==> src/rtl/sig_subtractor_seq_pkg.sv <==
// Shared constants and state encoding for the multi-cycle significand subtractor.
package sig_subtractor_seq_pkg;

    // Default significand geometry: W = SigWidth + LowExpand + 4.
    localparam int unsigned SigWidth  = 4;
    localparam int unsigned LowExpand = 2;
    localparam int unsigned Chunk     = 2;

    function automatic int unsigned ceil_div(input int unsigned n, input int unsigned d);
        return (n + d - 1) / d;
    endfunction

    localparam int unsigned W         = SigWidth + LowExpand + 4;
    localparam int unsigned NCHUNK    = ceil_div(W, Chunk);
    localparam int unsigned ChunkIdxW = (NCHUNK > 1) ? $clog2(NCHUNK) : 1;

    typedef enum logic [1:0] {
        StIdle = 2'd0,
        StSub  = 2'd1,
        StNeg  = 2'd2,
        StDone = 2'd3
    } state_e;

endpackage

==> src/rtl/sig_subtractor_seq_sub_chunk.sv <==
// One chunk of the ripple chain: Width adder_1bit cells (a, b_eff, cin -> s, cout).
// cout_top exposes the carry out of bit TopBit so a zero-padded top chunk can take
// its carry from the last real bit instead of from the pad.
module sig_subtractor_seq_sub_chunk #(
    parameter int unsigned Width  = 2,
    parameter int unsigned TopBit = Width - 1
) (
    input  logic [Width-1:0] a,
    input  logic [Width-1:0] b,
    input  logic             cin,
    output logic [Width-1:0] s,
    output logic             cout,
    output logic             cout_top
);

    logic [Width:0] c;

    assign c[0] = cin;

    for (genvar i = 0; i < Width; i++) begin : g_cell
        // Full-adder cell.
        assign s[i]   = a[i] ^ b[i] ^ c[i];
        assign c[i+1] = (a[i] & b[i]) | (a[i] & c[i]) | (b[i] & c[i]);
    end

    assign cout     = c[Width];
    assign cout_top = c[TopBit+1];

endmodule

==> src/rtl/sig_subtractor_seq.sv <==
// Multi-cycle unsigned subtractor: a - b = a + ~b + 1, CHUNK bits per cycle, LSB first.
// A negative result is turned into |a-b| by a second pass computing ~diff + 1 on the same chain.
module sig_subtractor_seq
    import sig_subtractor_seq_pkg::*;
#(
    parameter int unsigned sigWidth   = SigWidth,
    parameter int unsigned low_expand = LowExpand,
    parameter int unsigned CHUNK      = Chunk,
    localparam int unsigned DataW     = sigWidth + low_expand + 4
) (
    input  logic             clk,
    input  logic             rst,
    input  logic             in_valid,
    output logic             in_ready,
    input  logic [DataW-1:0] a,
    input  logic [DataW-1:0] b,
    output logic             out_valid,
    input  logic             out_ready,
    output logic [DataW-1:0] diff,
    output logic [DataW-1:0] mag,
    output logic             borrow,
    output logic             zero
);

    localparam int unsigned NChunk = ceil_div(DataW, CHUNK);
    localparam int unsigned PadW   = NChunk * CHUNK;
    localparam int unsigned IdxW   = (NChunk > 1) ? $clog2(NChunk) : 1;
    // Position of bit DataW-1 inside the top chunk.
    localparam int unsigned TopBit = (DataW - 1) % CHUNK;
    localparam logic [PadW-1:0] MaskExt = PadW'({DataW{1'b1}});

    state_e           state_q, state_d;
    logic [IdxW-1:0]  cnt_q, cnt_d;
    logic             carry_q, carry_d;
    logic [DataW-1:0] a_q, a_d;
    logic [DataW-1:0] b_q, b_d;       // holds b_eff: ~b during SUB, zero during NEG
    logic [DataW-1:0] res_q, res_d;
    logic             zacc_q, zacc_d;
    logic [DataW-1:0] diff_q, diff_d;
    logic [DataW-1:0] mag_q, mag_d;
    logic             borrow_q, borrow_d;
    logic             zero_q, zero_d;

    logic [PadW-1:0]  a_ext, b_ext;
    logic [CHUNK-1:0] a_chunk, b_chunk, sum, chunk_mask;
    logic             cout, cout_top, chain_cout, last;
    logic [DataW-1:0] res_new;
    int unsigned      shamt;

    // Chunk selection; pad bits above DataW read as zero for both a and b_eff.
    assign shamt      = cnt_q * CHUNK;
    assign a_ext      = PadW'(a_q);
    assign b_ext      = PadW'(b_q);
    assign a_chunk    = CHUNK'(a_ext >> shamt);
    assign b_chunk    = CHUNK'(b_ext >> shamt);
    assign chunk_mask = CHUNK'(MaskExt >> shamt);
    assign last       = (cnt_q == IdxW'(NChunk - 1));
    assign chain_cout = last ? cout_top : cout;
    assign res_new    = res_q | DataW'(PadW'(sum) << shamt);

    sig_subtractor_seq_sub_chunk #(
        .Width  (CHUNK),
        .TopBit (TopBit)
    ) u_sub_chunk (
        .a        (a_chunk),
        .b        (b_chunk),
        .cin      (carry_q),
        .s        (sum),
        .cout     (cout),
        .cout_top (cout_top)
    );

    // FSM next-state, datapath next-state and handshake outputs.
    always_comb begin
        state_d  = state_q;
        cnt_d    = cnt_q;
        carry_d  = carry_q;
        a_d      = a_q;
        b_d      = b_q;
        res_d    = res_q;
        zacc_d   = zacc_q;
        diff_d   = diff_q;
        mag_d    = mag_q;
        borrow_d = borrow_q;
        zero_d   = zero_q;
        in_ready = (state_q == StIdle) && !rst;

        unique case (state_q)
            StIdle: begin
                if (in_valid) begin
                    a_d     = a;
                    b_d     = ~b;
                    res_d   = '0;
                    carry_d = 1'b1;
                    cnt_d   = '0;
                    zacc_d  = 1'b1;
                    state_d = StSub;
                end
            end
            StSub, StNeg: begin
                res_d   = res_new;
                carry_d = chain_cout;
                cnt_d   = cnt_q + IdxW'(1);
                zacc_d  = zacc_q & ((sum & chunk_mask) == '0);
                if (last) begin
                    if (state_q == StNeg) begin
                        mag_d   = res_new;
                        state_d = StDone;
                    end else if (!chain_cout) begin
                        // a < b: second pass computes ~diff + 1.
                        diff_d   = res_new;
                        borrow_d = 1'b1;
                        zero_d   = 1'b0;
                        a_d      = ~res_new;
                        b_d      = '0;
                        res_d    = '0;
                        carry_d  = 1'b1;
                        cnt_d    = '0;
                        state_d  = StNeg;
                    end else begin
                        diff_d   = res_new;
                        mag_d    = res_new;
                        borrow_d = 1'b0;
                        zero_d   = zacc_d;
                        state_d  = StDone;
                    end
                end
            end
            StDone: begin
                if (out_ready) begin
                    state_d = StIdle;
                end
            end
        endcase
    end

    // State and datapath registers with synchronous reset.
    always_ff @(posedge clk) begin
        if (rst) begin
            state_q  <= StIdle;
            cnt_q    <= '0;
            carry_q  <= 1'b0;
            a_q      <= '0;
            b_q      <= '0;
            res_q    <= '0;
            zacc_q   <= 1'b0;
            diff_q   <= '0;
            mag_q    <= '0;
            borrow_q <= 1'b0;
            zero_q   <= 1'b0;
        end else begin
            state_q  <= state_d;
            cnt_q    <= cnt_d;
            carry_q  <= carry_d;
            a_q      <= a_d;
            b_q      <= b_d;
            res_q    <= res_d;
            zacc_q   <= zacc_d;
            diff_q   <= diff_d;
            mag_q    <= mag_d;
            borrow_q <= borrow_d;
            zero_q   <= zero_d;
        end
    end

    assign out_valid = (state_q == StDone);
    assign diff      = diff_q;
    assign mag       = mag_q;
    assign borrow    = borrow_q;
    assign zero      = zero_q;

endmodule

==> config.mk <==
export PLATFORM = sky130hd
export DESIGN_NAME = sig_subtractor_seq
export DESIGN_NICKNAME = d
export VERILOG_FILES = /design/src/rtl/sig_subtractor_seq_pkg.sv /design/src/rtl/sig_subtractor_seq_sub_chunk.sv /design/src/rtl/sig_subtractor_seq.sv
export SDC_FILE = /design/constraint.sdc
export NUM_CORES = 1
export LEC_CHECK = 0
export ABC_AREA = 1
export CAP_MARGIN = 20
export CORE_MARGIN = 3
export CORE_UTILIZATION = 55
export DETAILED_ROUTE_END_ITERATION = 8
export DONT_BUFFER_PORTS = 1
export GPL_TIMING_DRIVEN = 0
export HOLD_SLACK_MARGIN = 0.1
export PLACE_DENSITY_LB_ADDON = 0.15
export RECOVER_POWER = 50
export SYNTH_ARGS = -nofsm -noshare
export SYNTH_HDL_FRONTEND = slang
export SYNTH_SLANG_ARGS = --single-unit
==> constraint.sdc <==
create_clock -name clk -period 3 [get_ports clk]
set_clock_uncertainty 0.15 [all_clocks]
set_input_delay 0.6 -clock clk [delete_from_list [all_inputs] [get_ports clk]]
set_output_delay 0.6 -clock clk [all_outputs]
set_load 0.03 [all_outputs]
# After elaboration in Yosys (flattened, before gate mapping)
# Cells that the tools add are included.
# Widths: inputs -> output; s select.
[totals]
regBits = 59
in_bits = 24
output_inout_bits = 24
word_cells = 92
[classes]
add_sub_neg = 1
eq_ne = 9
shifts = 4
n_mux = 35
bitwise = 20
n_reduce_logical = 12
[op_table]
columns = ["cell", "n"]
rows = [
  ["$mux 10", 14],
  ["$pmux 10 s2", 3],
  ["$not 10->10", 2],
  ["$shr 10x4->2", 2],
  ["$mux 3", 4],
  ["$or 10x10->10", 1],
  ["$shl 2x4->10", 1],
  ["$shr 10x4->2 const A", 1],
  ["$reduce_and 3->1", 3],
  ["$ne 2x2->1 const B", 4],
  ["$and 1x1->1", 7],
  ["$mux 1", 7],
  ["$mux 2", 3],
  ["$pmux 2 s3", 1],
  ["$pmux 3 s2", 1],
  ["$reduce_and 5->1", 1],
  ["$eq 2x2->1 const B", 2],
  ["$logic_not 2->1", 2],
  ["$or 1x1->1", 4],
  ["$pmux 1 s2", 2],
  ["$reduce_bool 2->1", 2],
  ["$xor 1x1->1", 4],
  ["$add 3x1->3 const B", 1],
  ["$eq 3x3->1 const B", 1],
  ["other kinds (8)", 8],
]

# Logic depth before layout (Yosys ltp)
[depth]
ltp_word = 12
depth_mapped = 15
depth_no_buf = 14

# Hierarchy
# A second synthesis with hierarchy kept.
[hier_totals]
hier_cells = 469
area_unflattened_um2 = 2986.6
[by_module_without_submodules]
columns = ["mod", "n_inst", "cells_each", "area_each_um2", "seq_area_each_um2"]
rows = [
  ["sig_subtractor_seq", 1, 458, 2909.0, 1181.1],
  ["sig_subtractor_seq_sub_chunk", 1, 11, 77.6, 0.0],
]

# Worst setup path before layout
# No wires, ideal clock.
[synth_path]
path_kind = "register to register"
startpoint = "reg cnt_q[0]"
endpoint = "reg a_q[9] (netlist: a_ext[9])"
setup_ns = 0.112
arrival_ns = 2.346
t_required_ns = 2.738
setup_slack_ns = 0.393
path_stages_with_launch = 16
path_buffers = 1
period_less_slack_ns = 2.607
cell_sequence = "dfxtp_1 -> inv_1 -> buf_2 -> a21oi_1 -> o21ai_0 -> nand3_1 -> o21ai_0 -> fa_1 -> inv_1 -> fa_1 -> nor2_1 -> nand3_1 -> nand2_1 -> nor2_1 -> nor2_1 -> nor2_1"
[synth_via]
elab_chain_cells = 12
word_cells_on_any_way = 25
classes_between = "3 x eq/ne; 3 x shift; 4 x mux; 14 x bitwise; 1 x reduce/logical"
[synth_lines]
columns = ["element", "line_no", "rtl"]
rows = [
  ["start, declared", "sig_subtractor_seq.sv:33", "logic [IdxW-1:0] cnt_q, cnt_d;"],
  ["start signal, assigned", "sig_subtractor_seq.sv:153", "cnt_q <= cnt_d;"],
  ["$shr 10x4->2 (on tied branches)", "sig_subtractor_seq.sv:54, sig_subtractor_seq.sv:55", ""],
  ["$and 1x1->1", "sig_subtractor_seq_sub_chunk.sv:23", "assign c[i+1] = (a[i] & b[i]) | (a[i] & c[i]) | (b[i] & c[i]);"],
  ["$or 1x1->1 (2 in a row)", "sig_subtractor_seq_sub_chunk.sv:23", ""],
  ["$xor 1x1->1", "sig_subtractor_seq_sub_chunk.sv:22", "assign s[i] = a[i] ^ b[i] ^ c[i];"],
  ["$shl 2x4->10", "sig_subtractor_seq.sv:59", "assign res_new = res_q | DataW'(PadW'(sum) << shamt);"],
  ["$or 10x10->10", "sig_subtractor_seq.sv:59", ""],
  ["$not 10->10", "sig_subtractor_seq.sv:114", "a_d = ~res_new;"],
  ["$mux 10", "sig_subtractor_seq.sv:109", "end else if (!chain_cout) begin"],
  ["$mux 10", "sig_subtractor_seq.sv:106", "if (state_q == StNeg) begin"],
  ["$mux 10", "sig_subtractor_seq.sv:105", "if (last) begin"],
  ["$pmux 10 s2", "sig_subtractor_seq.sv:88", "unique case (state_q)"],
  ["end signal, assigned", "sig_subtractor_seq.sv:143", "a_q <= '0;"],
  ["end signal, assigned", "sig_subtractor_seq.sv:155", "a_q <= a_d;"],
  ["end, declared", "sig_subtractor_seq.sv:35", "logic [DataW-1:0] a_q, a_d;"],
]
# Parallel ways exist; a longest one is shown, timed or not. The select of a mux whose other input is x is not followed.
# A chain may end at the register's enable or synchronous reset.

# Final worst setup path
[layout_path]
startpoint = "reg cnt_q[0]"
endpoint = "reg a_q[7] (netlist: a_ext[7])"
# Same word-level chain as after synthesis.

==> results.tsv <==
stage	metric	value	unit
routing	wire_per_inst	14.0	um
clocking	cts_tree	yes	
floorplan	die_w	79.6	um
synth	synth_fp_nets	479	
cells_and_area	n_antenna_cell	0	
cells_and_area	final_cell_mix	nand2_1 (122), nor2_1 (83), dfxtp_1 (58)	
cells_and_area	fin_area	3330	um2
clocking	cts_buffer_depth	2	
sta	min_period	2.85	ns
routing	ant_nets	0	
cells_and_area	syn2layout_area_growth	12.0	%
power	pwr-share-seq	28.8	%
setup_path	slowest_delay	0.50	ns
grt	grt_antenna_before_repair	0	
setup_path	worstPathRequired	3.08	ns
grt	grt_overflow_total	0	
grt	grt_pass1_vias	2704	
run_status	outcome	finished, final reports clean	
clocking	ctsHoldBuffers	0	
setup_path	crit_path_end_kind	flop	
setup_path	start_kind	flop	
sta	setup_tns	0	ns
setup_path	crit_family	adder cells	
place	finalWeightedCongestion	0.886	
cells_and_area	final_common_cell	nand2_1	
floorplan	io_pins	48	
routing	vias	2858	
grt	grt_max_degree	11	
power	p_leak	1.50	nW
place	dp_hpwl	5250	um
routing	routed_wl	7470	um
sta	rsz0062_at_grt	false	
power	power.share.combinational	46.9	%
power	p_int	1.94	mW
sta	fmax	350	MHz
setup_path	cp_slowest_cell	fa_2	
grt	track_usage	24.7	%
floorplan	core_area	5170	um2
grt	grt_pass1_wl	12200	um
sta	fin_ws	0.145	ns
setup_path	path_cells	inv_1, buf_6, a21oi_1, o21ai_0, nand3_1, o21ai_1, fa_1, inv_1, fa_2, nor2_4, nand2_1, nand2_2, nor2_1, nor2_1, nor2_1	
floorplan	start_util	57.5	%
synth	synth_cell_types	27	
floorplan	dieArea	6330	um2
power	swShare	42.4	%
place	port_buffers	0	
clocking	cts_made_buffers	9	
clocking	clk_latency	0.34	ns
synth	syn_inst	448	
power	ir_drop	507	uV
clocking	htreeDepth	3	
clocking	path_clk_slew	0.07	ns
sta	setup_viol	0	
cells_and_area	multi_input_area	1540	um2
clocking	root_buffer	clkbuf_8	
setup_path	rrSetupSlack	0.15	ns
place	placed_cells	518	
synth	synth_area_per_cell	6.64	um2
synth	synth-seq-area-share	39.7	%
setup_path	worstPathMaxFanout	10	
setup_path	cp_common_cell	nor2_1	
place	dpl_cell_area	3060	um2
sta	relSlewSlack	62.8	%
sta	holdWs	0.260	ns
routing	drc	0	
job	maxCapViolCount	0	
sta	worst_slew_pin_slew	0.555	ns
power	p_per_area	1010	nW/um2
synth	ys_warn_count	0	
synth	syn_area	2980	um2
cells_and_area	stdcell_count	535	
synth	ys_ff_latch	59	
routing	post_drt_via_cell_ratio	5.34	
sta	hold_violations	0	
cells_and_area	drive_gt1_share	13.1	%
sta	min_period_over_period	95.2	%
cells_and_area	final_nets	491	
cells_and_area	register_area	1180	um2
place	dp_slack	0.0135	ns
floorplan	die_h	79.6	um
hold_path	hold_path.class	in2reg	
clocking	clock_sinks	59	
floorplan	num_rows	26	
setup_path	path_buf_inv	3	
cells_and_area	fillers	482	
routing	dr.first_iter.drc_count	228	
setup_path	crit_type	reg2reg	
routing	firstDrtPassIters	5	
power	p_switching	1.43	mW
sta	slew_violations	0	
power	power_frac_clock	24.4	%
setup_path	worstPathArrival	2.94	ns
==> flip-flops by register name, summed over array words and instances (netlist names), 2 cells and up <==
signal and flops:
diff 10, state_q 2, b_ext 10, mag 10
res_q 10, a_ext 10, cnt_q 3
==> metrics by stage <==
stage                     power, mW  utilization [%]
after global routing           3.62             64.5
after detailed placement       2.46             59.2
after CTS                      3.30             63.6
after global placement         2.45             59.2
after floorplan                2.13                -
final                          3.37             64.5
==> path summary, 6_finish.rpt <==
kind / from / to / cells after the start
worst max-delay path: cnt_q[0]$_SDFFE_PP0P_ / a_ext[7]$_SDFFE_PP0P_ / 15
worst max register to register: cnt_q[0]$_SDFFE_PP0P_ / a_ext[7]$_SDFFE_PP0P_ / 15
worst min register to register: res_q[8]$_SDFFE_PP0P_ / res_q[8]$_SDFFE_PP0P_ / 2
worst min-delay path: rst / diff[9]$_SDFFE_PP0P_ / 2
==> power by group through the flow <==
stage / Sequential (mW) / Clock [mW] / Combinational (mW)
floorplan: 0.964 / 0 / 1.16
global placement: 0.978 / 0 / 1.47
detailed placement: 0.981 / 0 / 1.48
CTS: 0.965 / 0.834 / 1.50
global route: 0.980 / 0.865 / 1.78
finish: 0.971 / 0.822 / 1.58
==> repair_timing <==
item | 4_1_cts | 5_1_grt
buffers inserted | 0 | 1
pin swaps | 0 | 4
endpoints found under the hold margin | 0 | 0
resized for setup | 0 | 17
setup endpoints to repair | 1 | 26
==> worst register-to-register path: stages (launching register included) <==
cell and delay (ns):
dfxtp_4 0.39, inv_1 0.11, buf_6 0.16, a21oi_1 0.11, o21ai_0 0.09, nand3_1 0.08, o21ai_1 0.09, fa_1 0.39
inv_1 0.09, fa_2 0.50, nor2_4 0.15, nand2_1 0.08, nand2_2 0.15, nor2_1 0.06, nor2_1 0.12, nor2_1 0.04
==> routing by layer <==
metal / vias to the layer above / track usage, % / share of wire, %
met5: - / 0 / 0
li1: 1426 / - / -
met4: 0 / 8.76 / 1.5
met3: 12 / 6.09 / 8.5
met1: 1313 / 32.9 / 44
met2: 107 / 38.8 / 46
==> synthesized netlist by cell type (all sizes together) <==
library cell    n  area [um2]
nand2         128         495
nor2           89         354
dfxtp          59        1180
inv            41         154
o21ai          28         140
a21oi          24         120
nand3          24         125
buf            17         109
nand4          11        75.1
or2            10        62.6
clkbuf          5        18.8
ha              5        62.6
fa              2        40.0
o21a            2        15.0
o21bai          2        18.8
nor3            1        5.00
==> kinds of logic (layout without fill, tap and decap cells) <==
family	after synthesis	count (layout)	share of synthesized area [%]
buf+inv	63	80	9.46
compound gates	56	56	9.88
flops	59	59	39.7
fa+ha+maj	7	7	3.45
simple gates	263	263	37.5
==> cell type report <==
cell class / count / area share [%]
plain buffers: 22 / 4.09
well taps: 70 / 2.63
repair buffers: 1 / 0.225
clock buffers: 12 / 4.65
inverters: 41 / 4.62
clock inverters: 4 / 2.18
flip-flops and latches: 59 / 35.5
multi-input cells: 326 / 46.1
No activity file was read; power rests on OpenSTA's default activity.
